--- src/rtl/multicycle_maindec.sv ---
// Multicycle main decoder: Moore controller sequencing fetch, decode, execute,
// memory and write-back for ADD/SUB/AND/ORR, LDUR, STUR and CBZ.
//
// Ports:
//   clk, reset        clock (rising edge), synchronous active-low reset
//   Op                instruction opcode field; only the upper 11 bits decode
//   mem_ready         memory handshake completion
//   Reg2Loc..Branch   datapath controls, ALUOp ALU control class
//   IRWrite, PCWrite  IR load and PC+4 update
//   mem_req           memory request
//   instr_done        one-cycle pulse when an instruction retires
//   retired           retired-instruction count, wraps
//   fault             sticky illegal-opcode / memory-timeout flag
//   state             current state encoding (debug)
module multicycle_maindec #(
    parameter int unsigned OP_W        = 11,
    parameter int unsigned MEM_TIMEOUT = 16,
    parameter int unsigned CNT_W       = 8
) (
    input  logic             clk,
    input  logic             reset,
    input  logic [OP_W-1:0]  Op,
    input  logic             mem_ready,
    output logic             Reg2Loc,
    output logic             ALUSrc,
    output logic             MemtoReg,
    output logic             RegWrite,
    output logic             MemRead,
    output logic             MemWrite,
    output logic             Branch,
    output logic [1:0]       ALUOp,
    output logic             IRWrite,
    output logic             PCWrite,
    output logic             mem_req,
    output logic             instr_done,
    output logic [CNT_W-1:0] retired,
    output logic             fault,
    output logic [3:0]       state
);

    typedef enum logic [3:0] {
        StFetch  = 4'd0,
        StDecode = 4'd1,
        StExecR  = 4'd2,
        StWbR    = 4'd3,
        StAddr   = 4'd4,
        StMemLd  = 4'd5,
        StWbLd   = 4'd6,
        StMemSt  = 4'd7,
        StBranch = 4'd8,
        StFault  = 4'd9
    } state_e;

    localparam logic [10:0] OpAdd  = 11'b10001011000;
    localparam logic [10:0] OpSub  = 11'b11001011000;
    localparam logic [10:0] OpAnd  = 11'b10001010000;
    localparam logic [10:0] OpOrr  = 11'b10101010000;
    localparam logic [10:0] OpLdur = 11'b11111000010;
    localparam logic [10:0] OpStur = 11'b11111000000;
    localparam logic [7:0]  OpCbz  = 8'b10110100;

    state_e           state_q, state_d;
    logic [7:0]       wait_q, wait_d;
    logic [CNT_W-1:0] retired_q, retired_d;
    logic             fault_q;

    logic [10:0] op_hi;
    logic        unused_op;
    logic        mem_state;
    logic        timeout;
    state_e      out_st;
    logic        rdy_out;

    assign op_hi     = Op[OP_W-1 -: 11];
    assign unused_op = ^Op;

    assign mem_state = (state_q == StFetch) || (state_q == StMemLd) || (state_q == StMemSt);
    // Timeout fires on the cycle the count would reach the limit; a ready in
    // that same cycle wins because it is checked first below.
    assign timeout   = mem_state && !mem_ready && ((wait_q + 8'd1) == 8'(MEM_TIMEOUT));

    // Next-state logic.
    always_comb begin
        state_d = state_q;
        unique case (state_q)
            StFetch: begin
                if (mem_ready)    state_d = StDecode;
                else if (timeout) state_d = StFault;
            end
            StDecode: begin
                if (op_hi == OpAdd || op_hi == OpSub || op_hi == OpAnd || op_hi == OpOrr)
                    state_d = StExecR;
                else if (op_hi == OpLdur || op_hi == OpStur)
                    state_d = StAddr;
                else if (op_hi[10:3] == OpCbz)
                    state_d = StBranch;
                else
                    state_d = StFault;
            end
            StExecR:  state_d = StWbR;
            StWbR:    state_d = StFetch;
            StAddr:   state_d = (op_hi == OpLdur) ? StMemLd : StMemSt;
            StMemLd: begin
                if (mem_ready)    state_d = StWbLd;
                else if (timeout) state_d = StFault;
            end
            StWbLd:   state_d = StFetch;
            StMemSt: begin
                if (mem_ready)    state_d = StFetch;
                else if (timeout) state_d = StFault;
            end
            StBranch: state_d = StFetch;
            StFault:  state_d = StFault;
            default:  state_d = StFault;
        endcase
    end

    // Wait counter clears on any state change, so every memory state is
    // entered with a zero count.
    always_comb begin
        wait_d = wait_q;
        if (state_d != state_q)          wait_d = 8'd0;
        else if (mem_state && !mem_ready) wait_d = wait_q + 8'd1;
    end

    assign retired_d = instr_done ? (retired_q + CNT_W'(1)) : retired_q;

    // While reset is held the outputs show the FETCH decode with no handshake.
    assign out_st  = reset ? state_q : StFetch;
    assign rdy_out = reset & mem_ready;

    always_comb begin
        Reg2Loc    = 1'b0;
        ALUSrc     = 1'b0;
        MemtoReg   = 1'b0;
        RegWrite   = 1'b0;
        MemRead    = 1'b0;
        MemWrite   = 1'b0;
        Branch     = 1'b0;
        ALUOp      = 2'b00;
        IRWrite    = 1'b0;
        PCWrite    = 1'b0;
        mem_req    = 1'b0;
        instr_done = 1'b0;
        unique case (out_st)
            StFetch: begin
                MemRead = 1'b1;
                mem_req = 1'b1;
                IRWrite = 1'b1;
                PCWrite = rdy_out;
            end
            StExecR:  ALUOp = 2'b10;
            StWbR: begin
                RegWrite   = 1'b1;
                instr_done = 1'b1;
            end
            StAddr: begin
                ALUSrc  = 1'b1;
                Reg2Loc = 1'b1;
            end
            StMemLd: begin
                MemRead = 1'b1;
                mem_req = 1'b1;
                ALUSrc  = 1'b1;
            end
            StWbLd: begin
                RegWrite   = 1'b1;
                MemtoReg   = 1'b1;
                instr_done = 1'b1;
            end
            StMemSt: begin
                MemWrite   = 1'b1;
                mem_req    = 1'b1;
                Reg2Loc    = 1'b1;
                ALUSrc     = 1'b1;
                instr_done = rdy_out;
            end
            StBranch: begin
                Reg2Loc    = 1'b1;
                ALUOp      = 2'b01;
                Branch     = 1'b1;
                instr_done = 1'b1;
            end
            default: ;
        endcase
    end

    always_ff @(posedge clk) begin
        if (!reset) begin
            state_q   <= StFetch;
            wait_q    <= 8'd0;
            retired_q <= '0;
            fault_q   <= 1'b0;
        end else begin
            state_q   <= state_d;
            wait_q    <= wait_d;
            retired_q <= retired_d;
            fault_q   <= fault_q | (state_d == StFault);
        end
    end

    assign retired = retired_q;
    assign fault   = fault_q;
    assign state   = state_q;

endmodule
--- config.mk ---
export PLATFORM = sky130hd
export DESIGN_NAME = multicycle_maindec
export DESIGN_NICKNAME = d
export VERILOG_FILES = /design/src/rtl/multicycle_maindec.sv
export SDC_FILE = /design/constraint.sdc
export NUM_CORES = 1
export LEC_CHECK = 0
export ABC_AREA = 1
export BUFFER_PORTS_ARGS = -buffer_cell sky130_fd_sc_hd__buf_2
export CAP_MARGIN = 0
export CORE_ASPECT_RATIO = 1.5
export CORE_UTILIZATION = 45
export DETAILED_ROUTE_END_ITERATION = 12
export PLACE_DENSITY = 0.77
export SLEW_MARGIN = 5
export SYNTH_ARGS = -nofsm -noshare
export SYNTH_HDL_FRONTEND = slang
export SYNTH_SLANG_ARGS = --single-unit
--- constraint.sdc ---
create_clock -name clk -period 2.4 [get_ports clk]
set_input_delay 0.48 -clock clk [delete_from_list [all_inputs] [get_ports clk]]
set_output_delay 0.48 -clock clk [all_outputs]
set_load 0.1 [all_outputs]
After elaboration in Yosys (flattened, before gate mapping)
Index checks and enable logic that the tools add are counted.
{"block": "op_classes", "n_addsub": 2, "eq_ne": 25, "muxes": 22, "bitwise_logic": 3, "n_reduce_logical": 19}
{"operator": "equality test 11 bit, second input constant", "count": 6}
{"operator": "equality test 4 x 3 -> 1 bit, second input constant", "count": 8}
{"operator": "two-way mux 4 bit", "count": 7}
{"operator": "case mux 4 bit (7 select lines)", "count": 1}
{"operator": "adder 8 x 1 -> 8 bit, second input constant", "count": 2}
{"operator": "equality test 4 x 2 -> 1 bit, second input constant", "count": 4}
{"operator": "OR reduction 3 bit", "count": 5}
{"operator": "equality test 4 bit, second input constant", "count": 3}
{"operator": "two-way mux 1 bit", "count": 11}
{"operator": "equality test 8 x 5 -> 1 bit, second input constant", "count": 1}
{"operator": "equality test 8 bit, second input constant", "count": 1}
{"operator": "zero test 4 bit", "count": 2}
{"operator": "logical OR 1 bit", "count": 6}
{"operator": "OR reduction 2 bit", "count": 3}
{"operator": "equality test 4 x 1 -> 1 bit, second input constant", "count": 1}
{"operator": "inequality test 4 bit", "count": 1}
{"operator": "case mux 2 bit (2 select lines)", "count": 1}
{"operator": "logical AND 1 bit", "count": 2}
{"operator": "two-way mux 2 bit", "count": 1}
{"operator": "case mux 1 bit (2 select lines)", "count": 1}
{"operator": "bitwise AND 1 bit", "count": 1}
{"operator": "zero test 1 bit", "count": 1}
{"operator": "inverter 1 bit", "count": 1}
{"operator": "bitwise OR 1 bit", "count": 1}
{"block": "totals", "reg_bits": 21, "inputBits": 14, "out_inout_bits": 26, "wordCells": 75}

Depth between registers and ports, before layout
Gate-level depths: netlist of the first run.
{"block": "depth", "word_depth": 10, "mapped_depth": 15}

Worst setup path after synthesis of the first run
No wires, ideal clock.
{"block": "synth_path", "path_type": "flip-flop to output port", "from": "register state_q[2], in the netlist state[2]", "to": "output port Reg2Loc", "t_arrival_ps": 4591, "required_ps": 1920, "path_slack_ps": -2671, "path_stages_with_launch": 5, "n_path_buf": 0, "path_cell_list": "dfxtp_1 > nand2_1 > nor3_1 > nor2_1 > o21ai_0"}
{"block": "synth_between", "elab_chain_cells": 4}
{"element": "start: declaration", "line": "62", "text": "state_e state_q, state_d;"}
{"element": "start signal: assignment", "line": "190", "text": "state_q <= StFetch;"}
{"element": "start signal: assignment", "line": "195", "text": "state_q <= state_d;"}
{"element": "two-way mux 4 bit (*)", "line": "129", "text": "assign out_st = reset ? state_q : StFetch;"}
{"element": "equality test 4 bit or equality test 4 x 3 -> 1 bit (tied branches)", "line": "145", "text": "unique case (out_st)"}
{"element": "OR reduction 3 bit (no source line) (*)"}
{"element": "two-way mux 1 bit (*)", "line": "145"}
{"element": "end: declaration", "line": "24", "text": "output logic Reg2Loc,"}
Every way passes the cells marked *; elsewhere a longest branch is shown, timed or not.

Worst setup path after layout of the first run
{"block": "layout_path", "from": "register state_q[3], in the netlist state[3]", "to": "output port instr_done"}
{"block": "layout_between", "elab_chain_cells": 4}
{"element": "two-way mux 4 bit (*)", "line": "129"}
{"element": "equality test 4 bit (tied with other cells)", "line": "145"}
{"element": "OR reduction 3 bit (no source line)"}
{"element": "case mux 1 bit (2 select lines) (*)", "line": "145"}
{"element": "end: declaration", "line": "35", "text": "output logic instr_done,"}
Marks and branches as above.

==> impl_results.html, run 1 <==
<table>
<tr><th>Metric</th><th>Value</th></tr>
<tr><th colspan="2">Outcome</th></tr>
<tr><td>Result of the run</td><td>complete, but fails checks</td></tr>
<tr><td>Violations in the final reports</td><td>design-rule violations</td></tr>
<tr><th colspan="2">Place</th></tr>
<tr><td>Sum of net half-perimeters after detailed placement</td><td>between 2 and 3 mm</td></tr>
<tr><td>Worst Setup Slack post-DPL</td><td>250.1 ps</td></tr>
<tr><td>I/O Buffers</td><td>39</td></tr>
<tr><td>RePlAce Congestion</td><td>0.8697</td></tr>
<tr><td>Placed cells</td><td>332</td></tr>
<tr><td>Cell area after placement</td><td>2002 um^2</td></tr>
<tr><th colspan="2">Synthesis</th></tr>
<tr><td>Adder-cell area share of the yosys netlist</td><td>2.357%</td></tr>
<tr><td>Top flip-flop cell by instance count after synthesis</td><td>dfxtp_1</td></tr>
<tr><td>Mux contribution to synthesized area</td><td>less than 1%</td></tr>
<tr><td>Cell variety after synth</td><td>30</td></tr>
<tr><td>Main combinational cell family by area after synthesis</td><td>simple AND/OR/NAND/NOR gates</td></tr>
<tr><td>Cell type with the largest total area after synthesis</td><td>dfxtp_1</td></tr>
<tr><td>Share of the synthesized area in the top cell type</td><td>26.39%</td></tr>
<tr><td>Synth Area in XOR/XNOR</td><td>0.5499%</td></tr>
<tr><td>Cell with the most instances after synthesis</td><td>nand2_1</td></tr>
<tr><td>Compound-Gate Fraction of Synth Area</td><td>9.898%</td></tr>
<tr><td>Sequential area share after synthesis</td><td>26.39%</td></tr>
<tr><td>Yosys warning count</td><td>0</td></tr>
<tr><td>Async set-reset flop share out of synthesis</td><td>0%</td></tr>
<tr><td>Commonest cells in the synthesized netlist</td><td>nand2_1 (56), inv_1 (37), nor2_1 (34), dfxtp_1 (21), nand3_1 (19)</td></tr>
<tr><td>Post-Synthesis Mean Instance Area</td><td>6.271 um^2</td></tr>
<tr><td>Main area contributors after synthesis</td><td>dfxtp_1 (26%), nand2_1 (13%), inv_1 (8.7%), nor2_1 (8.0%), nand3_1 (6.0%)</td></tr>
<tr><td>Post-synth design cell area</td><td>1593 um^2</td></tr>
<tr><td>Synth Instances</td><td>254</td></tr>
<tr><td>Flip-flop and latch count after synthesis</td><td>21</td></tr>
<tr><td>Post-Syn Nets</td><td>271</td></tr>
<tr><td>Number of enable flip-flop cells after synthesis</td><td>0</td></tr>
<tr><td>Basic-gate share of the synthesized area counting and, or, nand and nor cells</td><td>48.31%</td></tr>
<tr><th colspan="2">Routing</th></tr>
<tr><td>Routed length on met1</td><td>1.511 mm</td></tr>
<tr><td>Detailed Route WL</td><td>3.590 mm</td></tr>
<tr><td>Detail-routed via count per cell</td><td>4.938</td></tr>
<tr><td>Per-cell routed wire length</td><td>10.68 um</td></tr>
<tr><td>Count of TritonRoute iterations in the first routing pass</td><td>8</td></tr>
<tr><td>Via count</td><td>1,659</td></tr>
<tr><td>First DRT Iteration DRCs</td><td>slightly above 60</td></tr>
<tr><td>Post-route antenna net violation count</td><td>0</td></tr>
<tr><td>Detailed-route DRC error count</td><td>2</td></tr>
<tr><td>Topmost layer with routed signal wires</td><td>met4</td></tr>
<tr><td>Met2 WL</td><td>1.894 mm</td></tr>
<tr><td>WL met3</td><td>112 um</td></tr>
<tr><th colspan="2">CTS</th></tr>
<tr><td>Hold-fix buffers, CTS</td><td>0</td></tr>
<tr><td>TritonCTS clock tree</td><td>yes</td></tr>
<tr><td>Clock transition at the registers of the reported paths</td><td>about 80 ps</td></tr>
<tr><td>Clk_lat worst skew</td><td>260 ps</td></tr>
<tr><td>Clock Tree Root</td><td>clkbuf_8</td></tr>
<tr><td>CTS sink count</td><td>21</td></tr>
<tr><td>Post-CTS resize count</td><td>0</td></tr>
<tr><td>Inserted Clock Buffers</td><td>3</td></tr>
<tr><td>Number of H-tree levels</td><td>1</td></tr>
<tr><td>CTS Buffer Depth</td><td>2</td></tr>
<tr><td>Post-CTS repair timing setup buffer count</td><td>0</td></tr>
<tr><th colspan="2">Critical path</th></tr>
<tr><td>Worst R2R Path Depth</td><td>13</td></tr>
<tr><td>Critical path required time</td><td>1920 ps</td></tr>
<tr><td>Type of origin of the critical path</td><td>register</td></tr>
<tr><td>Kind of end point of the critical path</td><td>primary output</td></tr>
<tr><td>Crit path kind</td><td>reg -&gt; out</td></tr>
<tr><td>Largest fanout of any net on the critical path</td><td>6</td></tr>
<tr><td>Arrival time of the worst setup path</td><td>1760 ps</td></tr>
<tr><th colspan="2">Worst hold path</th></tr>
<tr><td>Min-delay worst type</td><td>reg -&gt; reg</td></tr>
<tr><td>Number of cells traversed by the worst hold path</td><td>1</td></tr>
<tr><th colspan="2">Timing</th></tr>
<tr><td>Setup TNS Final</td><td>0 ps</td></tr>
<tr><td>Transition time of the tightest slew-check pin</td><td>494.6 ps</td></tr>
<tr><td>Relative slew slack</td><td>67.25%</td></tr>
<tr><td>Final setup skew</td><td>3.411 ps</td></tr>
<tr><td>Worst hold slack across all endpoints</td><td>470.2 ps</td></tr>
<tr><td>Max Fclk</td><td>0.4458 GHz</td></tr>
<tr><td>Fin crit share</td><td>93.47%</td></tr>
<tr><td>Final Hold Vio Count</td><td>0</td></tr>
<tr><td>Final min period</td><td>2243 ps</td></tr>
<tr><td>Finish-stage setup viols</td><td>0</td></tr>
<tr><td>Worst-case setup margin in the final layout</td><td>roughly 160 ps</td></tr>
<tr><td>Number of slew-limit violations in the final report</td><td>0</td></tr>
<tr><td>Setup repair after global routing missed its margin</td><td>no</td></tr>
<tr><th colspan="2">Global route</th></tr>
<tr><td>Number of global-route vias before repair</td><td>1,483</td></tr>
<tr><td>Antenna violations before repair</td><td>0</td></tr>
<tr><td>Global-route total usage across every layer</td><td>roughly a fifth</td></tr>
<tr><td>Pin count of the biggest net entering global routing</td><td>13</td></tr>
<tr><td>Leftover overflow at the end of global routing</td><td>0</td></tr>
<tr><td>First-pass GRT wire length</td><td>6.258 mm</td></tr>
<tr><th colspan="2">Layout</th></tr>
<tr><td>Final design utilization</td><td>60.61%</td></tr>
<tr><td>Post-layout nets</td><td>312</td></tr>
<tr><td>Share of post-route cells with drive strength above 1</td><td>32.31%</td></tr>
<tr><td>Number of standard cells in the final layout excluding fillers</td><td>336</td></tr>
<tr><td>Antenna cells</td><td>0</td></tr>
<tr><td>Area growth from synthesis to layout</td><td>28.75%</td></tr>
<tr><td>Post-route cell area</td><td>about 2000 um^2</td></tr>
<tr><th colspan="2">Power and ir drop</th></tr>
<tr><td>Highest ir drop seen on vdd</td><td>745.7 uV</td></tr>
<tr><td>Overall power consumption</td><td>2.430 mW</td></tr>
<tr><td>Static leakage power</td><td>0.9944 nW</td></tr>
<tr><td>Pwr dens</td><td>around 1200 nW/um^2</td></tr>
<tr><th colspan="2">Die</th></tr>
<tr><td>DIE HEIGHT</td><td>74.87 um</td></tr>
<tr><td>Placeable Area</td><td>3383 um^2</td></tr>
<tr><td>Number of top-level pins</td><td>40</td></tr>
<tr><td>Starting Density</td><td>47.08%</td></tr>
<tr><td>Area of the die</td><td>roughly 3800 um^2</td></tr>
<tr><td>Row count</td><td>26</td></tr>
<tr><td>Die X-Extent</td><td>slightly above 50 um</td></tr>
<tr><th colspan="2">Run</th></tr>
<tr><td>Number of maximum-capacitance constraint violations</td><td>0</td></tr>
</table>
==> sequential cells by signal (all words and copies together) (netlist names) <==
register	count
retired	8
fault	1
state	4
wait_q	8
==> layer usage <==
metal  track usage [%]  vias up
li1                  -      880
met1             25.15      725
met2             38.52       47
met3             1.818        7
met4             10.49        0
met5                 0        -
==> cell usage in the layout (no fill, tap or decap), types with 5 or more instances in the layout <==
master / instances
nand2_1: 55
inv_1: 36
nor2_1: 32
buf_2: 30
nand3_1: 19
dfxtp_1: 17
nor2_2: 14
a21oi_1: 13
nand2_2: 11
o21ai_0: 8
buf_12: 8
inv_2: 5
nor2_4: 5
==> worst paths after layout <==
kind | startpoint | end | slack (ps)
worst max register to register | wait_q[0] | wait_q[6] | 400
worst max-delay path | state[3] | instr_done | 160
worst min-delay path | retired[6] | retired[6] | 470
worst min register to register | retired[6] | retired[6] | 470
==> kinds of logic after synthesis <==
group                    count (synthesis)
adder cells (fa/ha/maj)                  3
AO/OA/AOI/OAI                           29
flip-flops                              21
AND/OR/NAND/NOR                        153
multiplexers                             1
XOR/XNOR                                 1
buffers and inverters                   46
==> critical path, stage by stage, from the launching register on <==
cell        delay (ps)
dfxtp_4            400
inv_2               50
nand2_1            160
nor2_1              60
nand2_1            120
nand2_4             80
nor2_2             230
clkinvlp_4         160
buf_4              250
==> layout make-up <==
class | count | area [um^2]
timing repair buffer | 40 | 325.3
clock inverter | 1 | 5.005
sequential | 21 | 435.4
fill | 322 | 1333
multi-input combinational | 187 | 1030
inverter | 42 | 161.4
clock buffer | 3 | 41.29
tap | 42 | 52.55
==> where the power goes <==
part           internal, mW  switching, mW
Combinational         0.450           1.22
Clock                 0.116          0.118
Sequential            0.423          0.107
(Power assumes the default switching activity.)
==> run 2: changes to the inputs <==
Settings changed: CORE_MARGIN from default to 1.5, CTS_BUF_LIST from default to sky130_fd_sc_hd__clkbuf_8.
==> run 2 against run 1 <==
Against the previous run: clock power barely moved; the flow now finishes without violations; global-route usage fell by 1.4 points; total power fell by 0.37%; clock skew fell by 1.2 ps; hold slack got worse by 1.3 ps; critical endpoint unchanged; largest cell class unchanged; design area did not move; final cell count did not move; register-to-register slack improved by 30 ps; wire length fell by 1.6%; non-clock buffer count did not move; highest routed layer unchanged; critical path depth did not move.
==> impl_results.html, run 2 (synthesized netlist as in run 1, its figures left out) <==
<table>
<tr><th>Metric</th><th>Value</th></tr>
<tr><th colspan="2">Die</th></tr>
<tr><td>Number of top-level pins</td><td>40 (unchanged)</td></tr>
<tr><td>Starting Density</td><td>47.08% (unchanged)</td></tr>
<tr><td>Placeable Area</td><td>3383 um^2 (unchanged)</td></tr>
<tr><td>Row count</td><td>26 (unchanged)</td></tr>
<tr><td>Die X-Extent</td><td>51.58 um (+2.0%)</td></tr>
<tr><td>DIE HEIGHT</td><td>75.87 um (+1.3%)</td></tr>
<tr><td>Area of the die</td><td>3913 um^2 (+3.3%)</td></tr>
<tr><th colspan="2">Critical path</th></tr>
<tr><td>Crit path kind</td><td>reg -&gt; out</td></tr>
<tr><td>Largest fanout of any net on the critical path</td><td>6 (unchanged)</td></tr>
<tr><td>Kind of end point of the critical path</td><td>primary output</td></tr>
<tr><td>Type of origin of the critical path</td><td>register</td></tr>
<tr><td>Critical path required time</td><td>1920 ps (about the same)</td></tr>
<tr><td>Arrival time of the worst setup path</td><td>1770 ps (about the same)</td></tr>
<tr><th colspan="2">Routing</th></tr>
<tr><td>Post-route antenna net violation count</td><td>0 (unchanged)</td></tr>
<tr><td>Detail-routed via count per cell</td><td>4.887 (-1.0%)</td></tr>
<tr><td>Detailed Route WL</td><td>3.533 mm (-1.6%)</td></tr>
<tr><td>Via count</td><td>1,642 (-1.0%)</td></tr>
<tr><td>Detailed-route DRC error count</td><td>0 (-2)</td></tr>
<tr><td>Count of TritonRoute iterations in the first routing pass</td><td>4 (-4)</td></tr>
<tr><td>Per-cell routed wire length</td><td>10.51 um (-1.6%)</td></tr>
<tr><td>First DRT Iteration DRCs</td><td>31 (-50%)</td></tr>
<tr><th colspan="2">Place</th></tr>
<tr><td>Cell area after placement</td><td>2002 um^2 (unchanged)</td></tr>
<tr><td>RePlAce Congestion</td><td>0.9018 (+3.7%)</td></tr>
<tr><td>Worst Setup Slack post-DPL</td><td>226.4 ps (-23.72 ps)</td></tr>
<tr><td>Sum of net half-perimeters after detailed placement</td><td>2.950 mm (-0.18%)</td></tr>
<tr><td>I/O Buffers</td><td>39 (unchanged)</td></tr>
<tr><th colspan="2">Timing</th></tr>
<tr><td>Fin crit share</td><td>93.95% (+0.48 points)</td></tr>
<tr><td>Worst-case setup margin in the final layout</td><td>145.3 ps (-11.41 ps)</td></tr>
<tr><td>Final Hold Vio Count</td><td>0 (unchanged)</td></tr>
<tr><td>Final setup skew</td><td>2.210 ps (-1.201 ps)</td></tr>
<tr><td>Finish-stage setup viols</td><td>0 (unchanged)</td></tr>
<tr><td>Setup TNS Final</td><td>0 ps (unchanged)</td></tr>
<tr><td>Transition time of the tightest slew-check pin</td><td>490.2 ps (-4.420 ps)</td></tr>
<tr><td>Number of slew-limit violations in the final report</td><td>0 (unchanged)</td></tr>
<tr><td>Setup repair after global routing missed its margin</td><td>no</td></tr>
<tr><td>Final min period</td><td>2255 ps (+11.41 ps)</td></tr>
<tr><td>Max Fclk</td><td>0.4435 GHz (-0.51%)</td></tr>
<tr><td>Relative slew slack</td><td>67.55% (+0.29 points)</td></tr>
<tr><th colspan="2">Global route</th></tr>
<tr><td>Pin count of the biggest net entering global routing</td><td>13 (unchanged)</td></tr>
<tr><td>Antenna violations before repair</td><td>0 (unchanged)</td></tr>
<tr><td>Leftover overflow at the end of global routing</td><td>0 (unchanged)</td></tr>
<tr><td>Number of global-route vias before repair</td><td>1,479 (-0.27%)</td></tr>
<tr><td>Global-route total usage across every layer</td><td>19.96% (-1.4 points)</td></tr>
<tr><td>First-pass GRT wire length</td><td>6.037 mm (-3.5%)</td></tr>
<tr><th colspan="2">Layout</th></tr>
<tr><td>Final design utilization</td><td>60.61% (unchanged)</td></tr>
<tr><td>Post-layout nets</td><td>312 (unchanged)</td></tr>
<tr><td>Area growth from synthesis to layout</td><td>28.75% (unchanged)</td></tr>
<tr><td>Share of post-route cells with drive strength above 1</td><td>32.31% (unchanged)</td></tr>
<tr><td>Post-route cell area</td><td>2051 um^2 (unchanged)</td></tr>
<tr><td>Antenna cells</td><td>0 (unchanged)</td></tr>
<tr><td>Most common cell after layout, fill and taps aside</td><td>nand2_1</td></tr>
<tr><td>Most frequent cells in the layout</td><td>nand2_1 (55), inv_1 (36), nor2_1 (32), buf_2 (30), nand3_1 (19)</td></tr>
<tr><th colspan="2">Power and ir drop</th></tr>
<tr><td>Highest ir drop seen on vdd</td><td>798.4 uV (+7.1%)</td></tr>
<tr><td>Power spent charging and discharging nets</td><td>1.432 mW (-0.58%)</td></tr>
<tr><td>Switching share of power</td><td>59.16% (-0.12 points)</td></tr>
<tr><td>Static leakage power</td><td>0.9944 nW (unchanged)</td></tr>
<tr><td>Pwr dens</td><td>1180 nW/um^2 (-0.37%)</td></tr>
<tr><td>Power Internal</td><td>988.5 uW (about the same)</td></tr>
<tr><td>Power share of the combinational group</td><td>68.4% (-0.2 points)</td></tr>
<tr><td>Portion of total power attributed to the clock network</td><td>9.8% (+0.2 points)</td></tr>
<tr><td>Sequential share of power</td><td>21.8% (about the same)</td></tr>
<tr><th colspan="2">CTS</th></tr>
<tr><td>Post-CTS repair timing setup buffer count</td><td>0 (unchanged)</td></tr>
<tr><td>Clock Tree Root</td><td>clkbuf_8</td></tr>
<tr><td>Clock transition at the registers of the reported paths</td><td>80 ps (about the same)</td></tr>
<tr><td>Clk_lat worst skew</td><td>260 ps (about the same)</td></tr>
<tr><td>CTS sink count</td><td>21 (unchanged)</td></tr>
<tr><td>Inserted Clock Buffers</td><td>3 (unchanged)</td></tr>
<tr><td>TritonCTS clock tree</td><td>yes</td></tr>
<tr><td>CTS Buffer Depth</td><td>2 (unchanged)</td></tr>
<tr><td>Number of H-tree levels</td><td>1 (unchanged)</td></tr>
<tr><th colspan="2">Run</th></tr>
<tr><td>Number of maximum-capacitance constraint violations</td><td>0 (unchanged)</td></tr>
<tr><th colspan="2">Worst hold path</th></tr>
<tr><td>Min-delay worst type</td><td>reg -&gt; reg</td></tr>
<tr><th colspan="2">Outcome</th></tr>
<tr><td>Result of the run</td><td>complete, no violations</td></tr>
</table>
[run 2: cell counts in the layout (fill, tap and decap cells not counted)]
No cell type changed its count.
[run 2: through the flow]
| stage | hold WS [ps] | std cells | total power, mW |
|---|---|---|---|
| after floorplan | 521.9 | 254 | 1.877 |
| after global placement | 454.8 | 332 | 2.180 |
| after detailed placement | 460.1 | 332 | 2.192 |
| after CTS | 473.7 | 336 | 2.429 |
| after global routing | 514.5 | 336 | 2.580 |
| final | 468.9 | 336 | 2.421 |
[run 2: layout make-up]
cell class / instances / area, um^2
Clock inverter: 1 / 5.005
Multi-Input combinational cell: 187 / 1030
Clock buffer: 3 / 41.29
Fill cell: 337 / 1333
Inverter: 42 / 161.4
Timing Repair Buffer: 40 / 325.3
Sequential cell: 21 / 435.4
Tap cell: 42 / 52.55
[run 2: critical path, stage by stage (launching register included)]
cell,delay [ps]
dfxtp_4,400
inv_2,50
nand2_1,160
nor2_1,60
nand2_1,120
nand2_4,80
nor2_2,230
clkinvlp_4,160
buf_4,250
[run 2: worst paths after layout]
path              start    endpoint  slack, ps  cells past startpoint
max            state[3]  instr_done        150                      8
min          retired[6]  retired[6]        470                      1
max reg2reg   wait_q[0]   wait_q[0]        430                     13
min reg2reg  retired[6]  retired[6]        470                      1
[run 2: layer usage]
layer	GRT usage [%]	share of wire [%]
met5	0	0
met4	9.357	2.6
met3	2.549	2.9
met2	37.32	55
met1	22.06	40
[run 2: power groups by stage]
stage | clock [mW] | sequential, mW | combinational, mW
finish | 0.237 | 0.528 | 1.66
global route | 0.258 | 0.541 | 1.78
CTS | 0.241 | 0.526 | 1.66
detailed placement | 0 | 0.533 | 1.66
global placement | 0 | 0.533 | 1.65
floorplan | 0 | 0.746 | 1.13
[run 2: timing repair]
item | 4_1_cts | 5_1_grt
hold buffers | 0 | 0
endpoints found under the setup margin | 0 | 1
resized for setup | 0 | 2
